===== src/rtl/cam_dvp_tx_if.sv =====
// Wishbone slave bundle used for register and FIFO access to cam_dvp_tx.
interface cam_dvp_tx_if #(
  parameter int unsigned DataWidth = 32
);
  logic [2:0]           WBs_ADR_i;
  logic                 WBs_CYC_i;
  logic                 WBs_STB_i;
  logic                 WBs_WE_i;
  logic [DataWidth-1:0] WBs_DAT_i;
  logic [DataWidth-1:0] WBs_DAT_o;
  logic                 WBs_ACK_o;

  modport master (
    output WBs_ADR_i, WBs_CYC_i, WBs_STB_i, WBs_WE_i, WBs_DAT_i,
    input  WBs_DAT_o, WBs_ACK_o
  );

  modport slave (
    input  WBs_ADR_i, WBs_CYC_i, WBs_STB_i, WBs_WE_i, WBs_DAT_i,
    output WBs_DAT_o, WBs_ACK_o
  );
endinterface


===== src/rtl/cam_dvp_tx.sv =====
// Emulated DVP camera source: Wishbone-programmed frame timing, test pattern or FIFO-fed pixels.
module cam_dvp_tx #(
  parameter int unsigned          DATAWIDTH     = 32,
  parameter int unsigned          FIFO_DEPTH    = 4,
  parameter logic [DATAWIDTH-1:0] DEF_REG_VALUE = 32'hFAB_DEF_AC
) (
  input  logic        WBs_CLK_i,
  input  logic        WBs_RST_i,
  cam_dvp_tx_if.slave wb,
  output logic        PCLKO,
  output logic        VSYNCO,
  output logic        HREFO,
  output logic [7:0]  CAM_DAT_O
);
  localparam int unsigned AW = $clog2(FIFO_DEPTH);
  localparam int unsigned LW = AW + 1;

  typedef enum logic [1:0] {StIdle = 2'd0, StVblank = 2'd1, StActive = 2'd2, StHblank = 2'd3} state_e;

  state_e state_q, state_d;
  logic pclk_q, pclk_d, vsync_q, vsync_d, href_q, href_d;
  logic [7:0] dat_q, dat_d;
  logic ack_q, ack_d;
  logic [DATAWIDTH-1:0] rdat_q, rdat_d, status, head;
  logic en_q, en_d, mode_q, mode_d, sh_mode_q, sh_mode_d;
  logic [10:0] ha_q, ha_d, sh_ha_q, sh_ha_d, pix_q, pix_d, ha_last;
  logic [7:0] hb_q, hb_d, sh_hb_q, sh_hb_d, vs_q, vs_d, sh_vs_q, sh_vs_d, vs_last;
  logic [9:0] vl_q, vl_d, sh_vl_q, sh_vl_d, line_q, line_d, vl_last;
  logic [7:0] cnt_q, cnt_d, frame_q, frame_d;
  logic [1:0] bidx_q, bidx_d;
  logic [31:0] word_q, word_d;
  logic unf_q, unf_d, ovf_q, ovf_d, unf_set, ovf_set;
  logic [AW-1:0] wr_ptr_q, wr_ptr_d, rd_ptr_q, rd_ptr_d;
  logic [LW-1:0] level_q, level_d;
  logic [DATAWIDTH-1:0] mem_q [FIFO_DEPTH];
  logic wb_req, wb_wr, fifo_wr, w1c, full, push, pop;
  logic fall, line_done, frame_end, vblank_entry;

  // A fall slot is any cycle where PCLKO is high; it always drops on the next edge.
  assign fall         = pclk_q;
  assign wb_req       = wb.WBs_CYC_i & wb.WBs_STB_i & ~ack_q;
  assign wb_wr        = wb_req & wb.WBs_WE_i;
  assign fifo_wr      = wb_wr & (wb.WBs_ADR_i == 3'd3);
  assign w1c          = wb_wr & (wb.WBs_ADR_i == 3'd5);
  assign full         = (level_q == LW'(FIFO_DEPTH));
  assign push         = fifo_wr & (~full | pop);
  assign ovf_set      = fifo_wr & full & ~pop;
  assign head         = mem_q[rd_ptr_q];
  // Zero-length fields behave as length one.
  assign vs_last      = (sh_vs_q == 8'd0)  ? 8'd0  : sh_vs_q - 8'd1;
  assign ha_last      = (sh_ha_q == 11'd0) ? 11'd0 : sh_ha_q - 11'd1;
  assign vl_last      = (sh_vl_q == 10'd0) ? 10'd0 : sh_vl_q - 10'd1;
  assign vblank_entry = fall & (state_d == StVblank) & (state_q != StVblank);

  always_comb begin
    status        = '0;
    status[2:0]   = 3'(level_q);
    status[4]     = unf_q;
    status[5]     = (state_q != StIdle);
    status[6]     = ovf_q;
    status[15:8]  = frame_q;
    status[17:16] = state_q;
  end

  // Register writes, read mux, sticky flags and frame counter.
  always_comb begin
    en_d = en_q; mode_d = mode_q; ha_d = ha_q; hb_d = hb_q; vl_d = vl_q; vs_d = vs_q;
    ack_d   = wb_req;
    rdat_d  = '0;
    if (wb_wr) begin
      unique case (wb.WBs_ADR_i)
        3'd0: begin en_d = wb.WBs_DAT_i[0]; mode_d = wb.WBs_DAT_i[1]; end
        3'd1: begin ha_d = wb.WBs_DAT_i[10:0]; hb_d = wb.WBs_DAT_i[23:16]; end
        3'd2: begin vl_d = wb.WBs_DAT_i[9:0]; vs_d = wb.WBs_DAT_i[23:16]; end
        default: ;
      endcase
    end
    if (wb_req && !wb.WBs_WE_i) begin
      unique case (wb.WBs_ADR_i)
        3'd0: begin rdat_d[0] = en_q; rdat_d[1] = mode_q; end
        3'd1: begin rdat_d[10:0] = ha_q; rdat_d[23:16] = hb_q; end
        3'd2: begin rdat_d[9:0] = vl_q; rdat_d[23:16] = vs_q; end
        3'd3: rdat_d = '0;
        3'd4, 3'd5: rdat_d = status;
        default: rdat_d = DEF_REG_VALUE;
      endcase
    end
    // A set event in the same cycle as its W1C wins.
    unf_d   = (unf_q & ~(w1c & wb.WBs_DAT_i[4])) | unf_set;
    ovf_d   = (ovf_q & ~(w1c & wb.WBs_DAT_i[6])) | ovf_set;
    frame_d = frame_q + 8'(frame_end);
  end

  // Register file state.
  always_ff @(posedge WBs_CLK_i) begin
    if (!WBs_RST_i) begin
      ack_q <= 1'b0; rdat_q <= '0; en_q <= 1'b0; mode_q <= 1'b0;
      ha_q <= 11'd64; hb_q <= 8'd8; vl_q <= 10'd4; vs_q <= 8'd4;
      unf_q <= 1'b0; ovf_q <= 1'b0; frame_q <= 8'd0;
    end else begin
      ack_q <= ack_d; rdat_q <= rdat_d; en_q <= en_d; mode_q <= mode_d;
      ha_q <= ha_d; hb_q <= hb_d; vl_q <= vl_d; vs_q <= vs_d;
      unf_q <= unf_d; ovf_q <= ovf_d; frame_q <= frame_d;
    end
  end

  // FSM state register.
  always_ff @(posedge WBs_CLK_i) begin
    if (!WBs_RST_i) state_q <= StIdle;
    else            state_q <= state_d;
  end

  // FSM next state and position counters; only fall slots advance anything.
  always_comb begin
    state_d = state_q; cnt_d = cnt_q; pix_d = pix_q; line_d = line_q;
    line_done = 1'b0; frame_end = 1'b0;
    if (fall) begin
      case (state_q)
        StIdle: if (en_q) begin state_d = StVblank; cnt_d = 8'd0; end
        StVblank: begin
          if (cnt_q == vs_last) begin
            state_d = StActive; pix_d = 11'd0; line_d = 10'd0;
          end else cnt_d = cnt_q + 8'd1;
        end
        StActive: begin
          if (pix_q == ha_last) begin
            if (sh_hb_q != 8'd0) begin state_d = StHblank; cnt_d = 8'd0; end
            else line_done = 1'b1;
          end else pix_d = pix_q + 11'd1;
        end
        StHblank: begin
          if (cnt_q == sh_hb_q - 8'd1) line_done = 1'b1;
          else cnt_d = cnt_q + 8'd1;
        end
        default: state_d = StIdle;
      endcase
      if (line_done) begin
        if (line_q == vl_last) begin
          frame_end = 1'b1;
          cnt_d     = 8'd0;
          state_d   = en_q ? StVblank : StIdle;
        end else begin
          state_d = StActive; line_d = line_q + 10'd1; pix_d = 11'd0;
        end
      end
    end
  end

  // Output generation: video signals, pixel byte source, shadow capture.
  always_comb begin
    pclk_d  = (en_q | (state_q != StIdle) | pclk_q) ? ~pclk_q : 1'b0;
    vsync_d = vsync_q; href_d = href_q; dat_d = dat_q;
    bidx_d  = bidx_q; word_d = word_q; pop = 1'b0; unf_set = 1'b0;
    sh_ha_d = sh_ha_q; sh_hb_d = sh_hb_q; sh_vl_d = sh_vl_q; sh_vs_d = sh_vs_q;
    sh_mode_d = sh_mode_q;
    if (vblank_entry) begin
      sh_ha_d = ha_q; sh_hb_d = hb_q; sh_vl_d = vl_q; sh_vs_d = vs_q; sh_mode_d = mode_q;
      bidx_d  = 2'd0;
    end
    if (fall) begin
      vsync_d = (state_d == StActive) | (state_d == StHblank);
      href_d  = (state_d == StActive);
      dat_d   = 8'd0;
      if (state_d == StActive) begin
        if (sh_mode_q) begin
          // word_q is a byte shift register; a group of four starts with a pop.
          if (bidx_q == 2'd0) begin
            if (level_q != '0) begin
              pop    = 1'b1;
              dat_d  = head[31:24];
              word_d = {head[23:0], 8'h00};
            end else begin
              unf_set = 1'b1;
              word_d  = 32'h0;
            end
          end else begin
            dat_d  = word_q[31:24];
            word_d = {word_q[23:0], 8'h00};
          end
          bidx_d = bidx_q + 2'd1;
        end else begin
          dat_d = pix_d[7:0] + line_d[7:0];
        end
      end
    end
  end

  // Video datapath state.
  always_ff @(posedge WBs_CLK_i) begin
    if (!WBs_RST_i) begin
      pclk_q <= 1'b0; vsync_q <= 1'b0; href_q <= 1'b0; dat_q <= 8'd0;
      cnt_q <= 8'd0; pix_q <= 11'd0; line_q <= 10'd0; bidx_q <= 2'd0; word_q <= 32'h0;
      sh_ha_q <= 11'd64; sh_hb_q <= 8'd8; sh_vl_q <= 10'd4; sh_vs_q <= 8'd4; sh_mode_q <= 1'b0;
    end else begin
      pclk_q <= pclk_d; vsync_q <= vsync_d; href_q <= href_d; dat_q <= dat_d;
      cnt_q <= cnt_d; pix_q <= pix_d; line_q <= line_d; bidx_q <= bidx_d; word_q <= word_d;
      sh_ha_q <= sh_ha_d; sh_hb_q <= sh_hb_d; sh_vl_q <= sh_vl_d; sh_vs_q <= sh_vs_d;
      sh_mode_q <= sh_mode_d;
    end
  end

  // FIFO pointer and level bookkeeping.
  always_comb begin
    wr_ptr_d = push ? wr_ptr_q + AW'(1) : wr_ptr_q;
    rd_ptr_d = pop  ? rd_ptr_q + AW'(1) : rd_ptr_q;
    case ({push, pop})
      2'b10:   level_d = level_q + LW'(1);
      2'b01:   level_d = level_q - LW'(1);
      default: level_d = level_q;
    endcase
  end

  // FIFO control state.
  always_ff @(posedge WBs_CLK_i) begin
    if (!WBs_RST_i) begin
      wr_ptr_q <= '0; rd_ptr_q <= '0; level_q <= '0;
    end else begin
      wr_ptr_q <= wr_ptr_d; rd_ptr_q <= rd_ptr_d; level_q <= level_d;
    end
  end

  // FIFO storage; contents are don't-care while the level says empty.
  always_ff @(posedge WBs_CLK_i) begin
    if (push) mem_q[wr_ptr_q] <= wb.WBs_DAT_i;
  end

  assign PCLKO        = pclk_q;
  assign VSYNCO       = vsync_q;
  assign HREFO        = href_q;
  assign CAM_DAT_O    = dat_q;
  assign wb.WBs_DAT_o = rdat_q;
  assign wb.WBs_ACK_o = ack_q;
endmodule


===== src/flat_wrapper.sv =====
// flat-port wrapper written by rule: the top's interface ports become plain ports
module cam_dvp_tx_flat 
#(
  parameter int unsigned          DATAWIDTH     = 32,
  parameter int unsigned          FIFO_DEPTH    = 4,
  parameter logic [DATAWIDTH-1:0] DEF_REG_VALUE = 32'hFAB_DEF_AC
)
  (WBs_CLK_i, WBs_RST_i, PCLKO, VSYNCO, HREFO, CAM_DAT_O, wb_WBs_ADR_i, wb_WBs_CYC_i, wb_WBs_STB_i, wb_WBs_WE_i, wb_WBs_DAT_i, wb_WBs_DAT_o, wb_WBs_ACK_o);
  cam_dvp_tx_if wb_i ();
  input  logic WBs_CLK_i;
  input  logic WBs_RST_i;
  output logic PCLKO;
  output logic VSYNCO;
  output logic HREFO;
  output logic [7:0] CAM_DAT_O;
  input wire logic [$bits(wb_i.WBs_ADR_i)-1:0] wb_WBs_ADR_i;
  input wire logic [$bits(wb_i.WBs_CYC_i)-1:0] wb_WBs_CYC_i;
  input wire logic [$bits(wb_i.WBs_STB_i)-1:0] wb_WBs_STB_i;
  input wire logic [$bits(wb_i.WBs_WE_i)-1:0] wb_WBs_WE_i;
  input wire logic [$bits(wb_i.WBs_DAT_i)-1:0] wb_WBs_DAT_i;
  output wire logic [$bits(wb_i.WBs_DAT_o)-1:0] wb_WBs_DAT_o;
  output wire logic [$bits(wb_i.WBs_ACK_o)-1:0] wb_WBs_ACK_o;
  assign wb_i.WBs_ADR_i = wb_WBs_ADR_i;
  assign wb_i.WBs_CYC_i = wb_WBs_CYC_i;
  assign wb_i.WBs_STB_i = wb_WBs_STB_i;
  assign wb_i.WBs_WE_i = wb_WBs_WE_i;
  assign wb_i.WBs_DAT_i = wb_WBs_DAT_i;
  assign wb_WBs_DAT_o = wb_i.WBs_DAT_o;
  assign wb_WBs_ACK_o = wb_i.WBs_ACK_o;
  cam_dvp_tx #(.DATAWIDTH(DATAWIDTH), .FIFO_DEPTH(FIFO_DEPTH), .DEF_REG_VALUE(DEF_REG_VALUE)) u_core (.WBs_CLK_i(WBs_CLK_i), .WBs_RST_i(WBs_RST_i), .wb(wb_i), .PCLKO(PCLKO), .VSYNCO(VSYNCO), .HREFO(HREFO), .CAM_DAT_O(CAM_DAT_O));
endmodule

===== config.mk =====
export PLATFORM = sky130hd
export DESIGN_NAME = cam_dvp_tx_flat
export DESIGN_NICKNAME = d
export VERILOG_FILES = /design/src/rtl/cam_dvp_tx_if.sv /design/src/rtl/cam_dvp_tx.sv /design/src/flat_wrapper.sv
export SDC_FILE = /design/constraint.sdc
export NUM_CORES = 1
export LEC_CHECK = 0
export BUFFER_PORTS_ARGS = -buffer_cell sky130_fd_sc_hd__buf_2
export CORE_MARGIN = 4
export CORE_UTILIZATION = 30
export CTS_CLUSTER_SIZE = 30
export DETAILED_ROUTE_END_ITERATION = 8
export HOLD_SLACK_MARGIN = 0.12
export PLACE_DENSITY = 0.5
export REMOVE_ABC_BUFFERS = 1
export SLEW_MARGIN = 20
export SYNTH_ARGS = -nofsm -noshare
export SYNTH_HDL_FRONTEND = slang
export SYNTH_SLANG_ARGS = --single-unit

===== constraint.sdc =====
create_clock -name WBs_CLK_i -period 5.2 [get_ports WBs_CLK_i]
set_input_delay 1.3 -clock WBs_CLK_i [delete_from_list [all_inputs] [get_ports WBs_CLK_i]]
set_output_delay 1.3 -clock WBs_CLK_i [all_outputs]
set_load 0.01 [all_outputs]

==> metrics <==
ys async rst share=0; routed len/inst=about 19 microns; Hold Crit Class=reg2reg; FP Rows=82; dpl ws=122 ps; multi-input combinational cell area=6940 sq um; global route overflow=0; Power per Cell Area=298 nW/um^2; Root Driver=clkbuf_16; #FFs+latches synth=roughly 320; fin crit period=4840 ps; top-count cell post-synth=dfxtp_1; Residual DRC=0; worst-path cell chain=inv_1, ha_2, or3b_2, nor2_2, nor3_1, or4_1, o41a_1, nor2b_2, o21ai_1, o21bai_1, a22oi_2, inv_1, ha_1, a21o_1, a21oi_2, o21bai_1, a21oi_1, o21ai_0, xnor2_1, and3b_1, nand3b_1; CP Buf/Inv Count=2; filler instances=5132; CTS sink count=approximately 320; Pwr Total=5.21 mW; Worst-Margin Slew=1070 ps; mux share of post-synthesis cell area=0.0855; fin. max-slew vios=0; register area=7650 sq um; placed insts=2178; Yosys top cell area share=0.254; post-synthesis sequential area ratio=0.505; slew margin rel.=0.286; YS warnings=0; xor and xnor fraction of the mapped netlist area=0.0273; placed wire-length estimate=around 29000 microns; Simple-Gate Fraction of Synth Area=0.184; height of the chip=233 microns; CP max stage delay=530 ps; Antenna Nets Post-Route=0; cell type with the largest total area after synthesis=edfxtp_1; Worst path slowest cell=or3b_2; critical path peak fanout=8; I/O Buffers=81; Cell Area, Synth=15100 sq um; Leak=6.29 nW; Crit Path Class=reg2reg; Post-DP Area=16300 sq um; nets=between 1500 and 2000; TritonCTS buffer count=35; setup violators final=0; Pre-antenna DRT Iters=5; Die X=roughly 230 microns; setup TNS=0 ps; Syn Inst Count=1486; PnR worst setup slack=356 ps; post-layout util=0.349; vias=11100; top_reg_cell synth=dfxtp_1; final period utilization=0.932; Fin Hold WS=458 ps; crit end category=flop; number of max-cap violations=0; Hold Fails Final Rpt=0; Avg Vias per Cell=4.96; status=completed; RSZ-0062 raised after global routing=no; Peak supply drop=0.197 mV; GPL Wtd Cong=0.836; cell area after layout=17500 sq um; CP top delay family=compound AO/OA/AOI/OAI gates; layout cells sized above 1=0.159; synth cell count leaders=190 x dfxtp_1, 155 x nand2_1, 132 x nor2_1; CTS tree=yes; CORE AREA=50100 sq um; Die Area=54100 sq um; EDFF count, synth=128; vias in the first global route=between 10000 and 15000; DRT Wirelength=41700 microns; CTS Hold Bufs=0; iteration-0 DRC count of the detailed router=779; Arr. time, crit path=5240 ps; compound-cell area share of the yosys netlist=0.133; Total GRT Usage=0.153; H-tree depth=2; clk_lat worst skew=530 ps; ranking of synthesized cells by area=edfxtp_1 25%, dfxtp_1 25%, mux4_2 4.8%, a21oi_1 4.1%, nand2_1 3.8%; Max Freq=slightly above 200 MHz; data required time of the worst path=5600 ps; initial antenna violation count=3; I/O pin count=84; largest family of logic cells by synthesized area=simple AND/OR/NAND/NOR gates; count of different cell masters after synthesis=87; pin count of the biggest net entering global routing=75; final cell count without fillers=2246; area growth from synthesis to layout=15.4%; Post-Synth Adder-Cell Area=0.0241; Clock Tree Buf Depth=3; Mapped Avg Cell Area=between 10 and 15 sq um; clock-pin slew on the worst setup and hold paths=about 60 ps; Worst Setup Start Kind=flop; starting density of the core=0.302; Setup Skew=roughly 16 ps; first-pass GRT wire length=65200 microns
[report_power, final]
| part | switching, mW | internal [mW] |
|---|---|---|
| Sequential | 0.00402 | 2.60 |
| Clock | 1.01 | 1.49 |
| Combinational | 0.0895 | 0.0268 |
| Total | 1.10 | 4.11 |
[final cells by class]
cell class,count,share of cell area
antenna,2,0.000286
clock buffer,52,0.0591
clock inverter,12,0.00702
inverter,44,0.00952
multi-input combinational,1027,0.397
sequential,318,0.438
tap,672,0.0481
timing repair buffer,119,0.0410
[placed cells by master, fill, tap and decap left out, types with 8 or more instances in the layout]
master	n
buf_4	36
mux2i_1	54
clkinv_2	8
clkbuf_16	38
clkbuf_1	11
nand3_1	40
ha_1	23
a31oi_1	10
nand3b_1	11
nand2_1	155
inv_1	43
nor2_1	131
nor2b_1	46
a211oi_1	22
a21oi_1	124
mux4_2	32
and3_1	16
or4_1	9
xnor2_1	19
a22oi_1	12
and2_1	25
nor3_1	19
nand2b_1	23
a22o_1	11
o21ai_0	58
nand4_1	8
buf_2	81
o21a_1	8
dfxtp_1	188
edfxtp_1	128
xor2_1	23
nor3b_1	9
[registers in the layout, summed over array words and instances (netlist names), 3 cells and up, named ones only]
name and cells:
u_core.hb_q 8, u_core.vl_q 10, u_core.line_q 10, u_core.wb.WBs_DAT_o 25
u_core.ha_q 11, u_core.cnt_q 8, u_core.sh_hb_q 8, u_core.sh_vl_q 10
u_core.pix_q 11, u_core.mem_q 128, u_core.sh_vs_q 8, u_core.sh_ha_q 11
u_core.vs_q 8, u_core.CAM_DAT_O 8, u_core.level_q 3, u_core.frame_q 8
u_core.word_q 24
[cells by family after synthesis]
family | Yosys count
xor+xnor | 44
flops | 318
mux | 89
simple gates | 546
buf+inv | 142
compound gates | 318
other cells | 1
fa+ha+maj | 28
[worst paths after layout]
path                                   from                                to  slack (ps)  cells past startpoint
max          u_core.sh_vs_q[0]$_SDFFE_PN0P_  u_core.CAM_DAT_O[7]$_SDFFE_PN0P_         360                     21
min               u_core.HREFO$_SDFFE_PN0P_         u_core.HREFO$_SDFFE_PN0P_         460                      1
max reg2reg  u_core.sh_vs_q[0]$_SDFFE_PN0P_  u_core.CAM_DAT_O[7]$_SDFFE_PN0P_         360                     21
min reg2reg       u_core.HREFO$_SDFFE_PN0P_         u_core.HREFO$_SDFFE_PN0P_         460                      1
[metal layers]
metal	vias up	GRT usage	wire length [microns]
met2	201	0.240	18900
met1	5417	0.219	20300
met4	2	0.0409	886
li1	5477	-	-
met3	51	0.0239	1590
met5	-	0	7
[what timing repair did]
action | 4_1_cts | 5_1_grt
setup buffers | 0 | 2
resized for setup | 0 | 10
endpoints found under the setup margin | 0 | 4
No activity file was read; power rests on OpenSTA's default activity.
